$ cat config.mk
export PLATFORM = sky130hd
export DESIGN_NAME = uart_tx_scheduler
export DESIGN_NICKNAME = d
export VERILOG_FILES = /design/src/rtl/uart_tx_scheduler.sv
export SDC_FILE = /design/constraint.sdc
export NUM_CORES = 1
export LEC_CHECK = 0
export CAP_MARGIN = 20
export CORE_MARGIN = 5
export CORE_UTILIZATION = 47
export CTS_BUF_LIST = sky130_fd_sc_hd__clkbuf_8
export DETAILED_ROUTE_END_ITERATION = 12
export PLACE_DENSITY = 0.95
export SKIP_LAST_GASP = 1
export SLEW_MARGIN = 20
export SYNTH_ARGS = -nofsm -noshare
export SYNTH_HDL_FRONTEND = slang
export SYNTH_SLANG_ARGS = --single-unit
export TNS_END_PERCENT = 50
$ cat constraint.sdc
create_clock -name pclk -period 4.4 [get_ports pclk]
set_input_delay 1.1 -clock pclk [delete_from_list [all_inputs] [get_ports pclk]]
set_output_delay 1.1 -clock pclk [all_outputs]
set_load 0.01 [all_outputs]
$ cat src/rtl/uart_tx_scheduler.sv
// rtl/uart_tx_scheduler.sv - APB master that shares the UART transmit path between byte requesters
// Optional macro UART_SCHED_PRIO_EN: requester 0 is high priority over the round-robin set.
module uart_tx_scheduler #(
  parameter int          NUM_REQ  = 4,
  parameter int          POLL_GAP = 16,
  parameter logic [11:0] ADDR_TDR = 12'h000,
  parameter logic [11:0] ADDR_LSR = 12'h014,
  parameter logic [11:0] ADDR_OCR = 12'h020
) (
  input  logic                 pclk,
  input  logic                 preset_n,
  input  logic [NUM_REQ-1:0]   req_valid_i,
  input  logic [8*NUM_REQ-1:0] req_data_i,
  output logic [NUM_REQ-1:0]   req_ready_o,
  input  logic [31:0]          ocr_cfg_i,
  output logic                 m_psel,
  output logic                 m_penable,
  output logic                 m_pwrite,
  output logic [11:0]          m_paddr,
  output logic [3:0]           m_pstrb,
  output logic [31:0]          m_pwdata,
  input  logic                 m_pready,
  input  logic                 m_pslverr,
  input  logic [31:0]          m_prdata,
  output logic                 busy_o,
  output logic [2:0]           grant_id_o,
  output logic                 err_o,
  input  logic                 err_clr_i
);

  typedef enum logic [2:0] {IDLE, POLL_S, POLL_A, GAP, TDR_S, TDR_A, OCR_S, OCR_A} state_t;

  state_t       r_state;
  logic [2:0]   r_rr;
  logic [2:0]   r_grant;
  logic [7:0]   r_byte;
  logic [15:0]  r_gap_cnt;
  logic         r_err;
  logic         r_psel;
  logic         r_penable;
  logic         r_pwrite;
  logic [11:0]  r_paddr;
  logic [3:0]   r_pstrb;
  logic [31:0]  r_pwdata;

  logic [NUM_REQ-1:0] w_rr_valid;
  logic [7:0]         w_valid8;
  logic [63:0]        w_data64;
  logic [2:0]         w_idx;
  logic [2:0]         w_gnt;
  logic               w_found;
  logic [7:0]         w_byte;
  logic               w_unused;

`ifdef UART_SCHED_PRIO_EN
  assign w_rr_valid = req_valid_i & ~NUM_REQ'(1);
`else
  assign w_rr_valid = req_valid_i;
`endif
  assign w_valid8 = 8'(w_rr_valid);
  assign w_data64 = 64'(req_data_i);

  // Search starts just after the last granted index and wraps modulo NUM_REQ.
  always_comb begin
    w_found = 1'b0;
    w_gnt   = 3'd0;
    w_idx   = 3'd0;
    for (int i = 1; i <= NUM_REQ; i++) begin
      w_idx = 3'((int'(r_rr) + i) % NUM_REQ);
      if (!w_found && w_valid8[w_idx]) begin
        w_found = 1'b1;
        w_gnt   = w_idx;
      end
    end
`ifdef UART_SCHED_PRIO_EN
    if (req_valid_i[0]) begin
      w_found = 1'b1;
      w_gnt   = 3'd0;
    end
`endif
  end

  assign w_byte      = w_data64[{w_gnt, 3'b000} +: 8];
  assign req_ready_o = (r_state == IDLE && w_found) ? (NUM_REQ'(1) << w_gnt) : '0;
  assign w_unused    = ^{m_prdata[31:5], m_prdata[3:0]};

  always_ff @(posedge pclk or negedge preset_n) begin
    if (!preset_n) begin
      r_state   <= IDLE;
      r_rr      <= 3'(NUM_REQ - 1);
      r_grant   <= 3'd0;
      r_byte    <= 8'd0;
      r_gap_cnt <= 16'd0;
      r_err     <= 1'b0;
      {r_psel, r_penable, r_pwrite, r_paddr, r_pstrb, r_pwdata} <= '0;
    end else begin
      if (err_clr_i)
        r_err <= 1'b0;
      case (r_state)
        IDLE: begin
          if (w_found) begin
            r_byte  <= w_byte;
            r_grant <= w_gnt;
`ifdef UART_SCHED_PRIO_EN
            if (w_gnt != 3'd0)
              r_rr <= w_gnt;
`else
            r_rr <= w_gnt;
`endif
            r_state  <= POLL_S;
            r_psel   <= 1'b1;
            r_pwrite <= 1'b0;
            r_paddr  <= ADDR_LSR;
            r_pstrb  <= 4'h0;
            r_pwdata <= 32'd0;
          end
        end
        POLL_S: begin
          r_state   <= POLL_A;
          r_penable <= 1'b1;
        end
        POLL_A: begin
          if (m_pready) begin
            if (m_pslverr) begin
              r_err   <= 1'b1;
              r_state <= IDLE;
              {r_psel, r_penable, r_pwrite, r_paddr, r_pstrb, r_pwdata} <= '0;
            end else if (m_prdata[4]) begin
              r_state   <= TDR_S;
              r_penable <= 1'b0;
              r_pwrite  <= 1'b1;
              r_paddr   <= ADDR_TDR;
              r_pstrb   <= 4'hF;
              r_pwdata  <= {24'd0, r_byte};
            end else begin
              r_state   <= GAP;
              r_gap_cnt <= 16'(POLL_GAP - 1);
              {r_psel, r_penable, r_pwrite, r_paddr, r_pstrb, r_pwdata} <= '0;
            end
          end
        end
        GAP: begin
          if (r_gap_cnt == 16'd0) begin
            r_state <= POLL_S;
            r_psel  <= 1'b1;
            r_paddr <= ADDR_LSR;
          end else begin
            r_gap_cnt <= r_gap_cnt - 16'd1;
          end
        end
        TDR_S: begin
          r_state   <= TDR_A;
          r_penable <= 1'b1;
        end
        TDR_A: begin
          if (m_pready) begin
            if (m_pslverr) begin
              r_err   <= 1'b1;
              r_state <= IDLE;
              {r_psel, r_penable, r_pwrite, r_paddr, r_pstrb, r_pwdata} <= '0;
            end else begin
              r_state   <= OCR_S;
              r_penable <= 1'b0;
              r_paddr   <= ADDR_OCR;
              r_pwdata  <= ocr_cfg_i | 32'h2;
            end
          end
        end
        OCR_S: begin
          r_state   <= OCR_A;
          r_penable <= 1'b1;
        end
        OCR_A: begin
          if (m_pready) begin
            if (m_pslverr)
              r_err <= 1'b1;
            r_state <= IDLE;
            {r_psel, r_penable, r_pwrite, r_paddr, r_pstrb, r_pwdata} <= '0;
          end
        end
        default: r_state <= IDLE;
      endcase
    end
  end

  assign m_psel     = r_psel;
  assign m_penable  = r_penable;
  assign m_pwrite   = r_pwrite;
  assign m_paddr    = r_paddr;
  assign m_pstrb    = r_pstrb;
  assign m_pwdata   = r_pwdata;
  assign busy_o     = (r_state != IDLE);
  assign grant_id_o = r_grant;
  assign err_o      = r_err;

endmodule
==> results of run 1 <==
## power by group through the flow
stage	registers [W]	clock network, W	logic, W
2_1_floorplan	0.00102	0	0.000840
3_3_place_gp	0.00104	0	0.00124
3_5_place_dp	0.00106	0	0.00129
4_1_cts	0.00105	0.000450	0.00130
5_1_grt	0.00108	0.000484	0.00142
6_report	0.00105	0.000438	0.00129
## cell usage in the layout, fill, tap and decap left out, drive strengths merged, types with 3 or more instances in the layout
cell	instances
inv	13
a211oi	5
clkbuf	9
nand2b	7
or2	4
clkdlybuf4s50	121
nor3b	5
mux2	8
nand3	39
clkinv	3
nand2	70
a221oi	7
o21ai	9
o211ai	8
a21oi	11
nor4	7
nor3	8
conb	10
dfrtp	67
or4	4
or3	3
nor2	39
buf	11
xnor2	8
a31oi	4
mux2i	14
## registers in the layout (all words and copies together), names as in the netlist, 2 cells and up
signal and count:
r_rr 2, r_state 3, m_paddr 2, grant_id_o 2, m_pwdata 32, r_gap_cnt 16
r_byte 8
## layer usage
layer | track usage, % | part of all wire, % | up-vias
met1 | 22.96 | 39 | 1591
met5 | 0 | 0 | -
met3 | 5.214 | 7.6 | 24
li1 | - | - | 1591
met2 | 35.71 | 51 | 155
met4 | 7.458 | 2.2 | 0
## area by class of cell
cell class / count / area (sq um) / share of cell area, %
multi-input cells: 291 / 1724 / 33.94
clock buffers: 9 / 123.9 / 2.438
well taps: 102 / 127.6 / 2.512
inverters: 11 / 41.29 / 0.8128
clock inverters: 7 / 42.54 / 0.8374
repair buffers: 132 / 1291 / 25.42
flip-flops and latches: 69 / 1729 / 34.04
## worst min-delay path: stages (launching register included)
cell	delay (ns)
sky130_fd_sc_hd__dfrtp_1	0.34
sky130_fd_sc_hd__nand2_1	0.05
sky130_fd_sc_hd__nand2_1	0.05
## metrics by stage
stage / area, sq um / cells / total power (W) / setup slack [ns] / hold WS (ns)
after floorplan: 3695 / 411 / 0.001863 / 0.9370 / 0.4529
after global placement: 4913 / 605 / 0.002279 / 0.1999 / 0.4488
after detailed placement: 4913 / 605 / 0.002351 / 0.1541 / 0.4598
after CTS: 5080 / 621 / 0.002802 / 0.1523 / 0.4742
after global routing: 5080 / 621 / 0.002989 / 0.03010 / 0.4970
final: 5080 / 621 / 0.002782 / 0.1298 / 0.4707
## cell families after synthesis
family	Yosys count	synth area share, %
mux	22	6.391
simple gates	195	26.28
buf+inv	51	7.245
other cells	1	0.1024
fa+ha+maj	1	0.3417
flops	69	47.23
xor+xnor	9	2.153
compound gates	54	10.25
## worst max path at each step
| stage | startpoint | end | slack, ns |
|---|---|---|---|
| floorplan | req_valid_i[0] | req_ready_o[2] | 0.94 |
| global route | req_valid_i[3] | req_ready_o[2] | 0.03 |
| global placement | req_valid_i[0] | req_ready_o[3] | 0.20 |
| finish | req_valid_i[1] | req_ready_o[2] | 0.13 |
| detailed placement | req_valid_i[3] | req_ready_o[2] | 0.15 |
| CTS | req_valid_i[3] | req_ready_o[2] | 0.15 |
==> impl_summary.md, run 1 <==
Synthesis
Ranked by total cell area, the synthesized netlist is headed by sky130_fd_sc_hd__dfrtp_1 (46%), sky130_fd_sc_hd__nand2_1 (7.2%), sky130_fd_sc_hd__nand3_1 (5.3%), sky130_fd_sc_hd__mux2i_1 (3.8%), sky130_fd_sc_hd__nor2_1 (3.8%). After synthesis, the share of flip-flops with an asynchronous set or reset is 100.0%. The main flop type after synthesis is sky130_fd_sc_hd__dfrtp_1. Sequential cells were found to cover 47.23% of the synthesized design area.

The most used standard cell by instance count after synthesis is sky130_fd_sc_hd__nand2_1. Summing every instance area after synthesis gives 3661 sq um. The Yosys step of the flow raised 0 warnings. Counting flops and latches in the post-synthesis netlist gives 69. The share of synthesized area in the top cell type comes to 45.80%. The number of instances in the synthesized netlist is 402. The number of different library cells used by synthesis comes to 54.

Counting flops with a built-in enable in the synthesized netlist gives 0. Dividing the synthesized area by the synthesized cell count gives 9.107 sq um. By count the netlist is led by sky130_fd_sc_hd__nand2_1 (70), sky130_fd_sc_hd__dfrtp_1 (67), sky130_fd_sc_hd__nand3_1 (39). The most area-hungry cell type in the Yosys netlist is sky130_fd_sc_hd__dfrtp_1.

Routing
The total number of vias is 3361. The aggregate routed wire length is 9620 um. After detailed routing, the number of vias per cell comes to 5.412. The remaining number of nets flagged by the antenna check after routing is 0. The number of detailed-routing iterations run before antenna repair is 5. The wire length per cell is 15.49 um. The DRC violation count after routing is 0. The initial DRC count is 160.

Floorplanning
For this design the top-level I/O count stands at 165. The area inside the core boundary is 7647 sq um. Once the floorplan was initialized, standard cells occupied 47.87% of the core. The row count is 32. The vertical extent of the die is 98.26 um. The die extent in x is 98.26 um. The overall die area is 9654 sq um.

Setup path
Counting cells, the worst reg-to-reg path comes to 7. Along the worst path, the maximum fanout reaches 6. The worst register-to-register path has a setup slack of 1.87 ns. The cell family with the largest share of critical-path delay is simple AND/OR/NAND/NOR gates. In this run the critical register-to-register path is launched from r_gap_cnt[0].

The data required time at the worst endpoint is 3.30 ns. The element type at the critical path start is an input pin. Data arrives at the worst endpoint at 3.17 ns. The delay of the slowest cell on the worst path is 0.56 ns. Among the stages of the critical path, the cell type that occurs most often is sky130_fd_sc_hd__clkdlybuf4s50_1. The critical path in this run is classified as in2out. Traced cell by cell, the critical path runs through clkdlybuf4s50_1, or4_4, and2_1, nand2_1, nor2_1, clkdlybuf4s50_1. The total buffers and inverters traversed by the critical path is 2. The slowest stage of the critical path belongs to the cell sky130_fd_sc_hd__or4_4.

The nature of the critical path endpoint is an output pin. The critical path crosses 6 cells after its start point. The worst register-to-register path ends at m_paddr[5].

STA
The number of failing hold endpoints at the final stage came to 0. For this run, the top clock speed supported by timing is 234.2 MHz. Across the routed clock network, the largest skew measured is 0.008705 ns. Measured against its own limit, the worst slew margin works out to 36.32%.

Setup repair after global routing left no endpoint under its margin. At the pin with the least slew margin, the transition time is 0.9552 ns. In the finished design, the share of the clock period the worst path needs comes to 97.05%. Summed over all failing endpoints, the final setup total negative slack is 0 ns. Counting I/O delays and the setup requirement, the final critical path takes 4.270 ns.

The max-slew violation count was 0. The number of endpoints failing setup at the final stage is 0.

Power
The leakage component of the power is 2.227 nW. The highest ir drop seen on vdd is 0.0003089 V. The proportion of power drawn by flip-flops and latches is 37.7%. The net switching power is 0.001123 W.

The design internal power is 0.001659 W. Net switching is 40.37% of the power. The share of power burned in the clock network is 15.8%.

For this design the ratio of total power to cell area is 547.6 nW/um^2. The combinational share of power is 46.5%.

Clock tree
In this run the clock root is driven by a sky130_fd_sc_hd__clkbuf_8. Buffers inserted during clock tree synthesis total 9. Counting along the longest clock path gives a buffer depth of 2. CTS saw 69 sinks. The count of buffers added by post-CTS timing repair for setup is 0. The CTS tree is yes.

The number of gates resized after CTS was 0. In this run, post-CTS hold repair placed 0 buffers. In this run the number of H-tree levels came out at 3.

For the worst-skew pair, the clock arrives at the later sink with an insertion delay of 0.34 ns. Clock-pin slew was measured on the worst setup and hold paths at 0.06 ns.

Global route
The initial antenna violation count was 0. The via count of the first global-routing pass came to 3367. The global-route wire length before repair is 15940 um. The global-route usage over all layers is 19.99%. Entering global routing, the biggest net connects 44 pins. After global routing the overflow that remains totals 0.

Layout
The share of cells above drive strength 1 is 10.40%. The repair_antennas step left the layout with diodes totalling 0. At the end of the flow the core is filled with cells to 66.43%. The count of nets after finishing is 620. The layout has 584 filler cells. Relative to the synthesized area, the layout overhead comes to 38.76%.

Placed design
Detailed placement ended at an HPWL of 7233 um. The weighted congestion at the end of routability-driven global placement is 0.8221. The count of port buffers added during placement is 122.

Run status
The run finished with clean final reports.

Run
The count of max-cap constraint violations is 0.

Min path
For hold timing, the worst endpoint is m_pwdata[12]. The startpoint identified for the worst hold timing path is m_pwdata[12]. The tightest min-delay check is of the reg2reg type. The hold-critical path depth is 2.
Note: power is estimated with default switching activity, not from simulation.
==> run 2, diff against run 1 <==
--- a/config.mk
+++ b/config.mk
@@ -6,13 +6,13 @@
 export NUM_CORES = 1
 export LEC_CHECK = 0
 export CAP_MARGIN = 20
+export CORE_ASPECT_RATIO = 0.75
 export CORE_MARGIN = 5
 export CORE_UTILIZATION = 47
 export CTS_BUF_LIST = sky130_fd_sc_hd__clkbuf_8
 export DETAILED_ROUTE_END_ITERATION = 12
 export PLACE_DENSITY = 0.95
 export SKIP_LAST_GASP = 1
-export SLEW_MARGIN = 20
 export SYNTH_ARGS = -nofsm -noshare
 export SYNTH_HDL_FRONTEND = slang
 export SYNTH_SLANG_ARGS = --single-unit
==> impl_summary.md, run 2 (same netlist as run 1, synthesis figures left out) <==
STA
The fraction of the cycle the final worst path needs is 94.07% (-3.0 points). The number of endpoints failing setup at the final stage is 0 (unchanged). The number of failing hold endpoints at the final stage is 0 (unchanged). The least setup slack across all paths after layout is 0.2608 ns (+0.1310 ns). The relative max-transition margin was 41.17% (+4.8 points).

The maximum clock frequency is 241.6 MHz (+3.2%). The worst setup skew after layout came to 0.009997 ns (+0.001291 ns). The max-slew violation count is 0 (unchanged).

Setup repair after global routing left no endpoint under its margin. The minimum period implied by the final worst setup slack is 4.139 ns (-0.1310 ns). The setup TNS was 0 ns (unchanged). The actual transition at the worst max-transition pin came to 0.8824 ns (-0.07274 ns).

Floorplanning
The area inside the core boundary was 7466 sq um (-2.4%). The starting utilization of the core area is 49.04% (+1.2 points). The overall die area came to 9673 sq um (+0.20%). The die extent in x is 111.9 um (+14%).

The row count was 27 (-16%). The vertical extent of the die was 86.44 um (-12%). The I/O pin total is 165 (unchanged).

Layout
In the layout the commonest cells are sky130_fd_sc_hd__clkdlybuf4s50_1 (121), sky130_fd_sc_hd__nand2_1 (70), sky130_fd_sc_hd__dfrtp_1 (67), sky130_fd_sc_hd__nand3_1 (39), sky130_fd_sc_hd__nor2_1 (37). The number of filler cells placed in the layout was 553 (-5.3%). The final cell count without fillers was 621 (unchanged). The utilization of the core after routing is 69.45% (+3.0 points). The count of antenna diodes in the layout is 0 (unchanged). The count of nets after finishing is 621 (+0.16%).

The library cell used most frequently in the layout, excluding fill and tap cells, is sky130_fd_sc_hd__clkdlybuf4s50_1. The share of cells above drive strength 1 is 10.77% (+0.36 points). The flip-flop count of the largest register after layout was 32 (unchanged). Relative to the synthesized area, the layout overhead comes to 41.63%.

Setup path
The delay of the slowest cell on the worst path is 0.54 ns (-0.02 ns). The element type at the critical path start is an input pin. The data required time at the worst endpoint came to 3.30 ns (about the same).

The total buffers and inverters traversed by the critical path is 2 (unchanged). Among the stages of the critical path, the cell type that occurs most often is sky130_fd_sc_hd__clkdlybuf4s50_1. The largest fanout on the critical path was 5 (-1). The signal arrival time at the worst endpoint is 3.04 ns (-0.13 ns). The reg2reg setup slack is 1.88 ns (about the same). In this design, the largest share of critical-path delay is due to buffers and inverters.

The nature of the critical path endpoint is an output pin. The critical path goes through clkdlybuf4s50_1, or4_4, and2_1, nand2_1, nor2_1, clkdlybuf4s50_1. The worst setup path is of the in2out kind. The count of cell instances traversed by the critical path is 6 (unchanged). The launch instance of the worst register-to-register path is r_gap_cnt[0]. The reg-to-reg endpoint is m_paddr[5]. The library cell contributing the largest single delay on the critical path is sky130_fd_sc_hd__or4_4. The worst reg-to-reg path cell count is 7 (unchanged).

Routing
The DRC violation count after routing came to 0 (unchanged). The initial DRC count is 192 (+20%). The aggregate routed wire length is 10030 um (+4.2%).

The remaining number of nets flagged by the antenna check after routing is 0 (unchanged). The total number of vias is 3364 (+0.089%). The via-per-instance ratio is 5.417 (about the same). The wire length per cell is 16.15 um (+4.2%). The number of detailed-routing iterations run before antenna repair is 4 (-1).

Global route
The global-route usage over all layers is 21.48% (+1.5 points). The global-route wire length before repair is 16680 um (+4.6%). The via count of the first global-routing pass is 3519 (+4.5%). The maximum number of pins on one net before global-route repair is 38 (-14%).

The total congestion overflow was 0 (unchanged). The initial antenna violation count came to 0 (unchanged).

Clock tree
The number of hold-repair buffers added at the cts stage is 0 (unchanged). The clock insertion delay at the later pin of the skew report is 0.35 ns (about the same). The number of gates resized after cts came to 0 (unchanged). The largest buffer count on any clock path is 2 (unchanged). The cell at the root of the clock tree is sky130_fd_sc_hd__clkbuf_8. The clock-pin slew of the registers on the worst-case setup and hold paths is 0.07 ns (about the same). The CTS tree is yes. The number of levels the H-tree was split into was 3 (unchanged).

The number of clock sinks came to 69 (unchanged). The count of buffers added by post-CTS timing repair for setup was 0 (unchanged). The CTS buffer count came to 9 (unchanged).

Power
The highest ir drop seen on vdd was 0.0003191 V (+3.3%). The proportion of power drawn by flip-flops and latches is 35.1% (-2.6 points). The combinational share of power came to 43.3% (-3.2 points).

The total power density per cell area is 581.0 nW/um^2 (+6.1%). The net switching power came to 0.001137 W (+1.2%). The fraction of power spent switching nets came to 37.74% (-2.6 points). The design internal power was 0.001876 W (+13%). The share of power burned in the clock network is 21.6% (+5.8 points).

The leakage component of the power came to 2.273 nW (+2.1%). The total power after layout was 0.003012 W (+8.3%).

Min path
In this run the worst hold path is classified as reg2reg. The hold-critical path depth is 2 (unchanged). The worst hold path endpoint is m_pwdata[19]. The hold path startpoint is m_pwdata[19].

Placed design
The placed cell count is 604 (-0.17%). The weighted congestion at the end of routability-driven global placement is 0.8588 (+4.5%). The pre-CTS setup slack is 0.2819 ns (+0.1278 ns). The HPWL after detailed placement is 7592 um (+5.0%). The count of port buffers added during placement is 122 (unchanged).

Run
The count of max-cap constraint violations is 0 (unchanged).

Run status
The run finished with clean final reports.
## run 2: how the worst max path moves through the flow
stage	from	slack, ns	to
global route	req_valid_i[3]	0.21	req_ready_o[2]
floorplan	req_valid_i[0]	0.94	req_ready_o[2]
finish	req_valid_i[3]	0.26	req_ready_o[3]
CTS	req_valid_i[3]	0.28	req_ready_o[3]
global placement	req_valid_i[0]	0.30	req_ready_o[1]
detailed placement	req_valid_i[3]	0.28	req_ready_o[1]
## run 2: tightest hold or removal path: stages (launching register included)
cell and delay, ns:
sky130_fd_sc_hd__dfrtp_1 0.34, sky130_fd_sc_hd__nand2_1 0.05, sky130_fd_sc_hd__nand2_1 0.05
## run 2: per-stage QoR
stage / hold WS [ns] / area, sq um
after floorplan: 0.4529 / 3695
after global placement: 0.4498 / 4912
after detailed placement: 0.4568 / 4912
after CTS: 0.4718 / 5170
after global routing: 0.4833 / 5185
final: 0.4684 / 5185
## run 2: per-layer routing
| layer | wire (um) | up-vias | track usage, % |
|---|---|---|---|
| li1 | - | 1586 | - |
| met1 | 3917 | 1602 | 24.10 |
| met2 | 4945 | 149 | 37.87 |
| met3 | 935 | 27 | 8.095 |
| met4 | 229 | 0 | 7.514 |
| met5 | 0 | - | 0 |
## run 2: layout make-up
| cell class | count | area (sq um) | area share (%) |
|---|---|---|---|
| Tap cell | 101 | 126.4 | 2.437 |
| Clock buffer | 11 | 151.4 | 2.920 |
| Sequential cell | 69 | 1729 | 33.35 |
| Inverter | 11 | 41.29 | 0.7963 |
| Clock inverter | 5 | 106.4 | 2.051 |
| Multi-Input combinational cell | 291 | 1724 | 33.25 |
| Timing Repair Buffer | 133 | 1306 | 25.19 |
## run 2: power by group through the flow
stage | Combinational, W | Clock, W | Sequential, W
after floorplan | 0.000840 | 0 | 0.00102
after global placement | 0.00123 | 0 | 0.00105
after detailed placement | 0.00129 | 0 | 0.00106
after CTS | 0.00129 | 0.000664 | 0.00105
after global routing | 0.00144 | 0.000692 | 0.00109
final | 0.00130 | 0.000651 | 0.00106
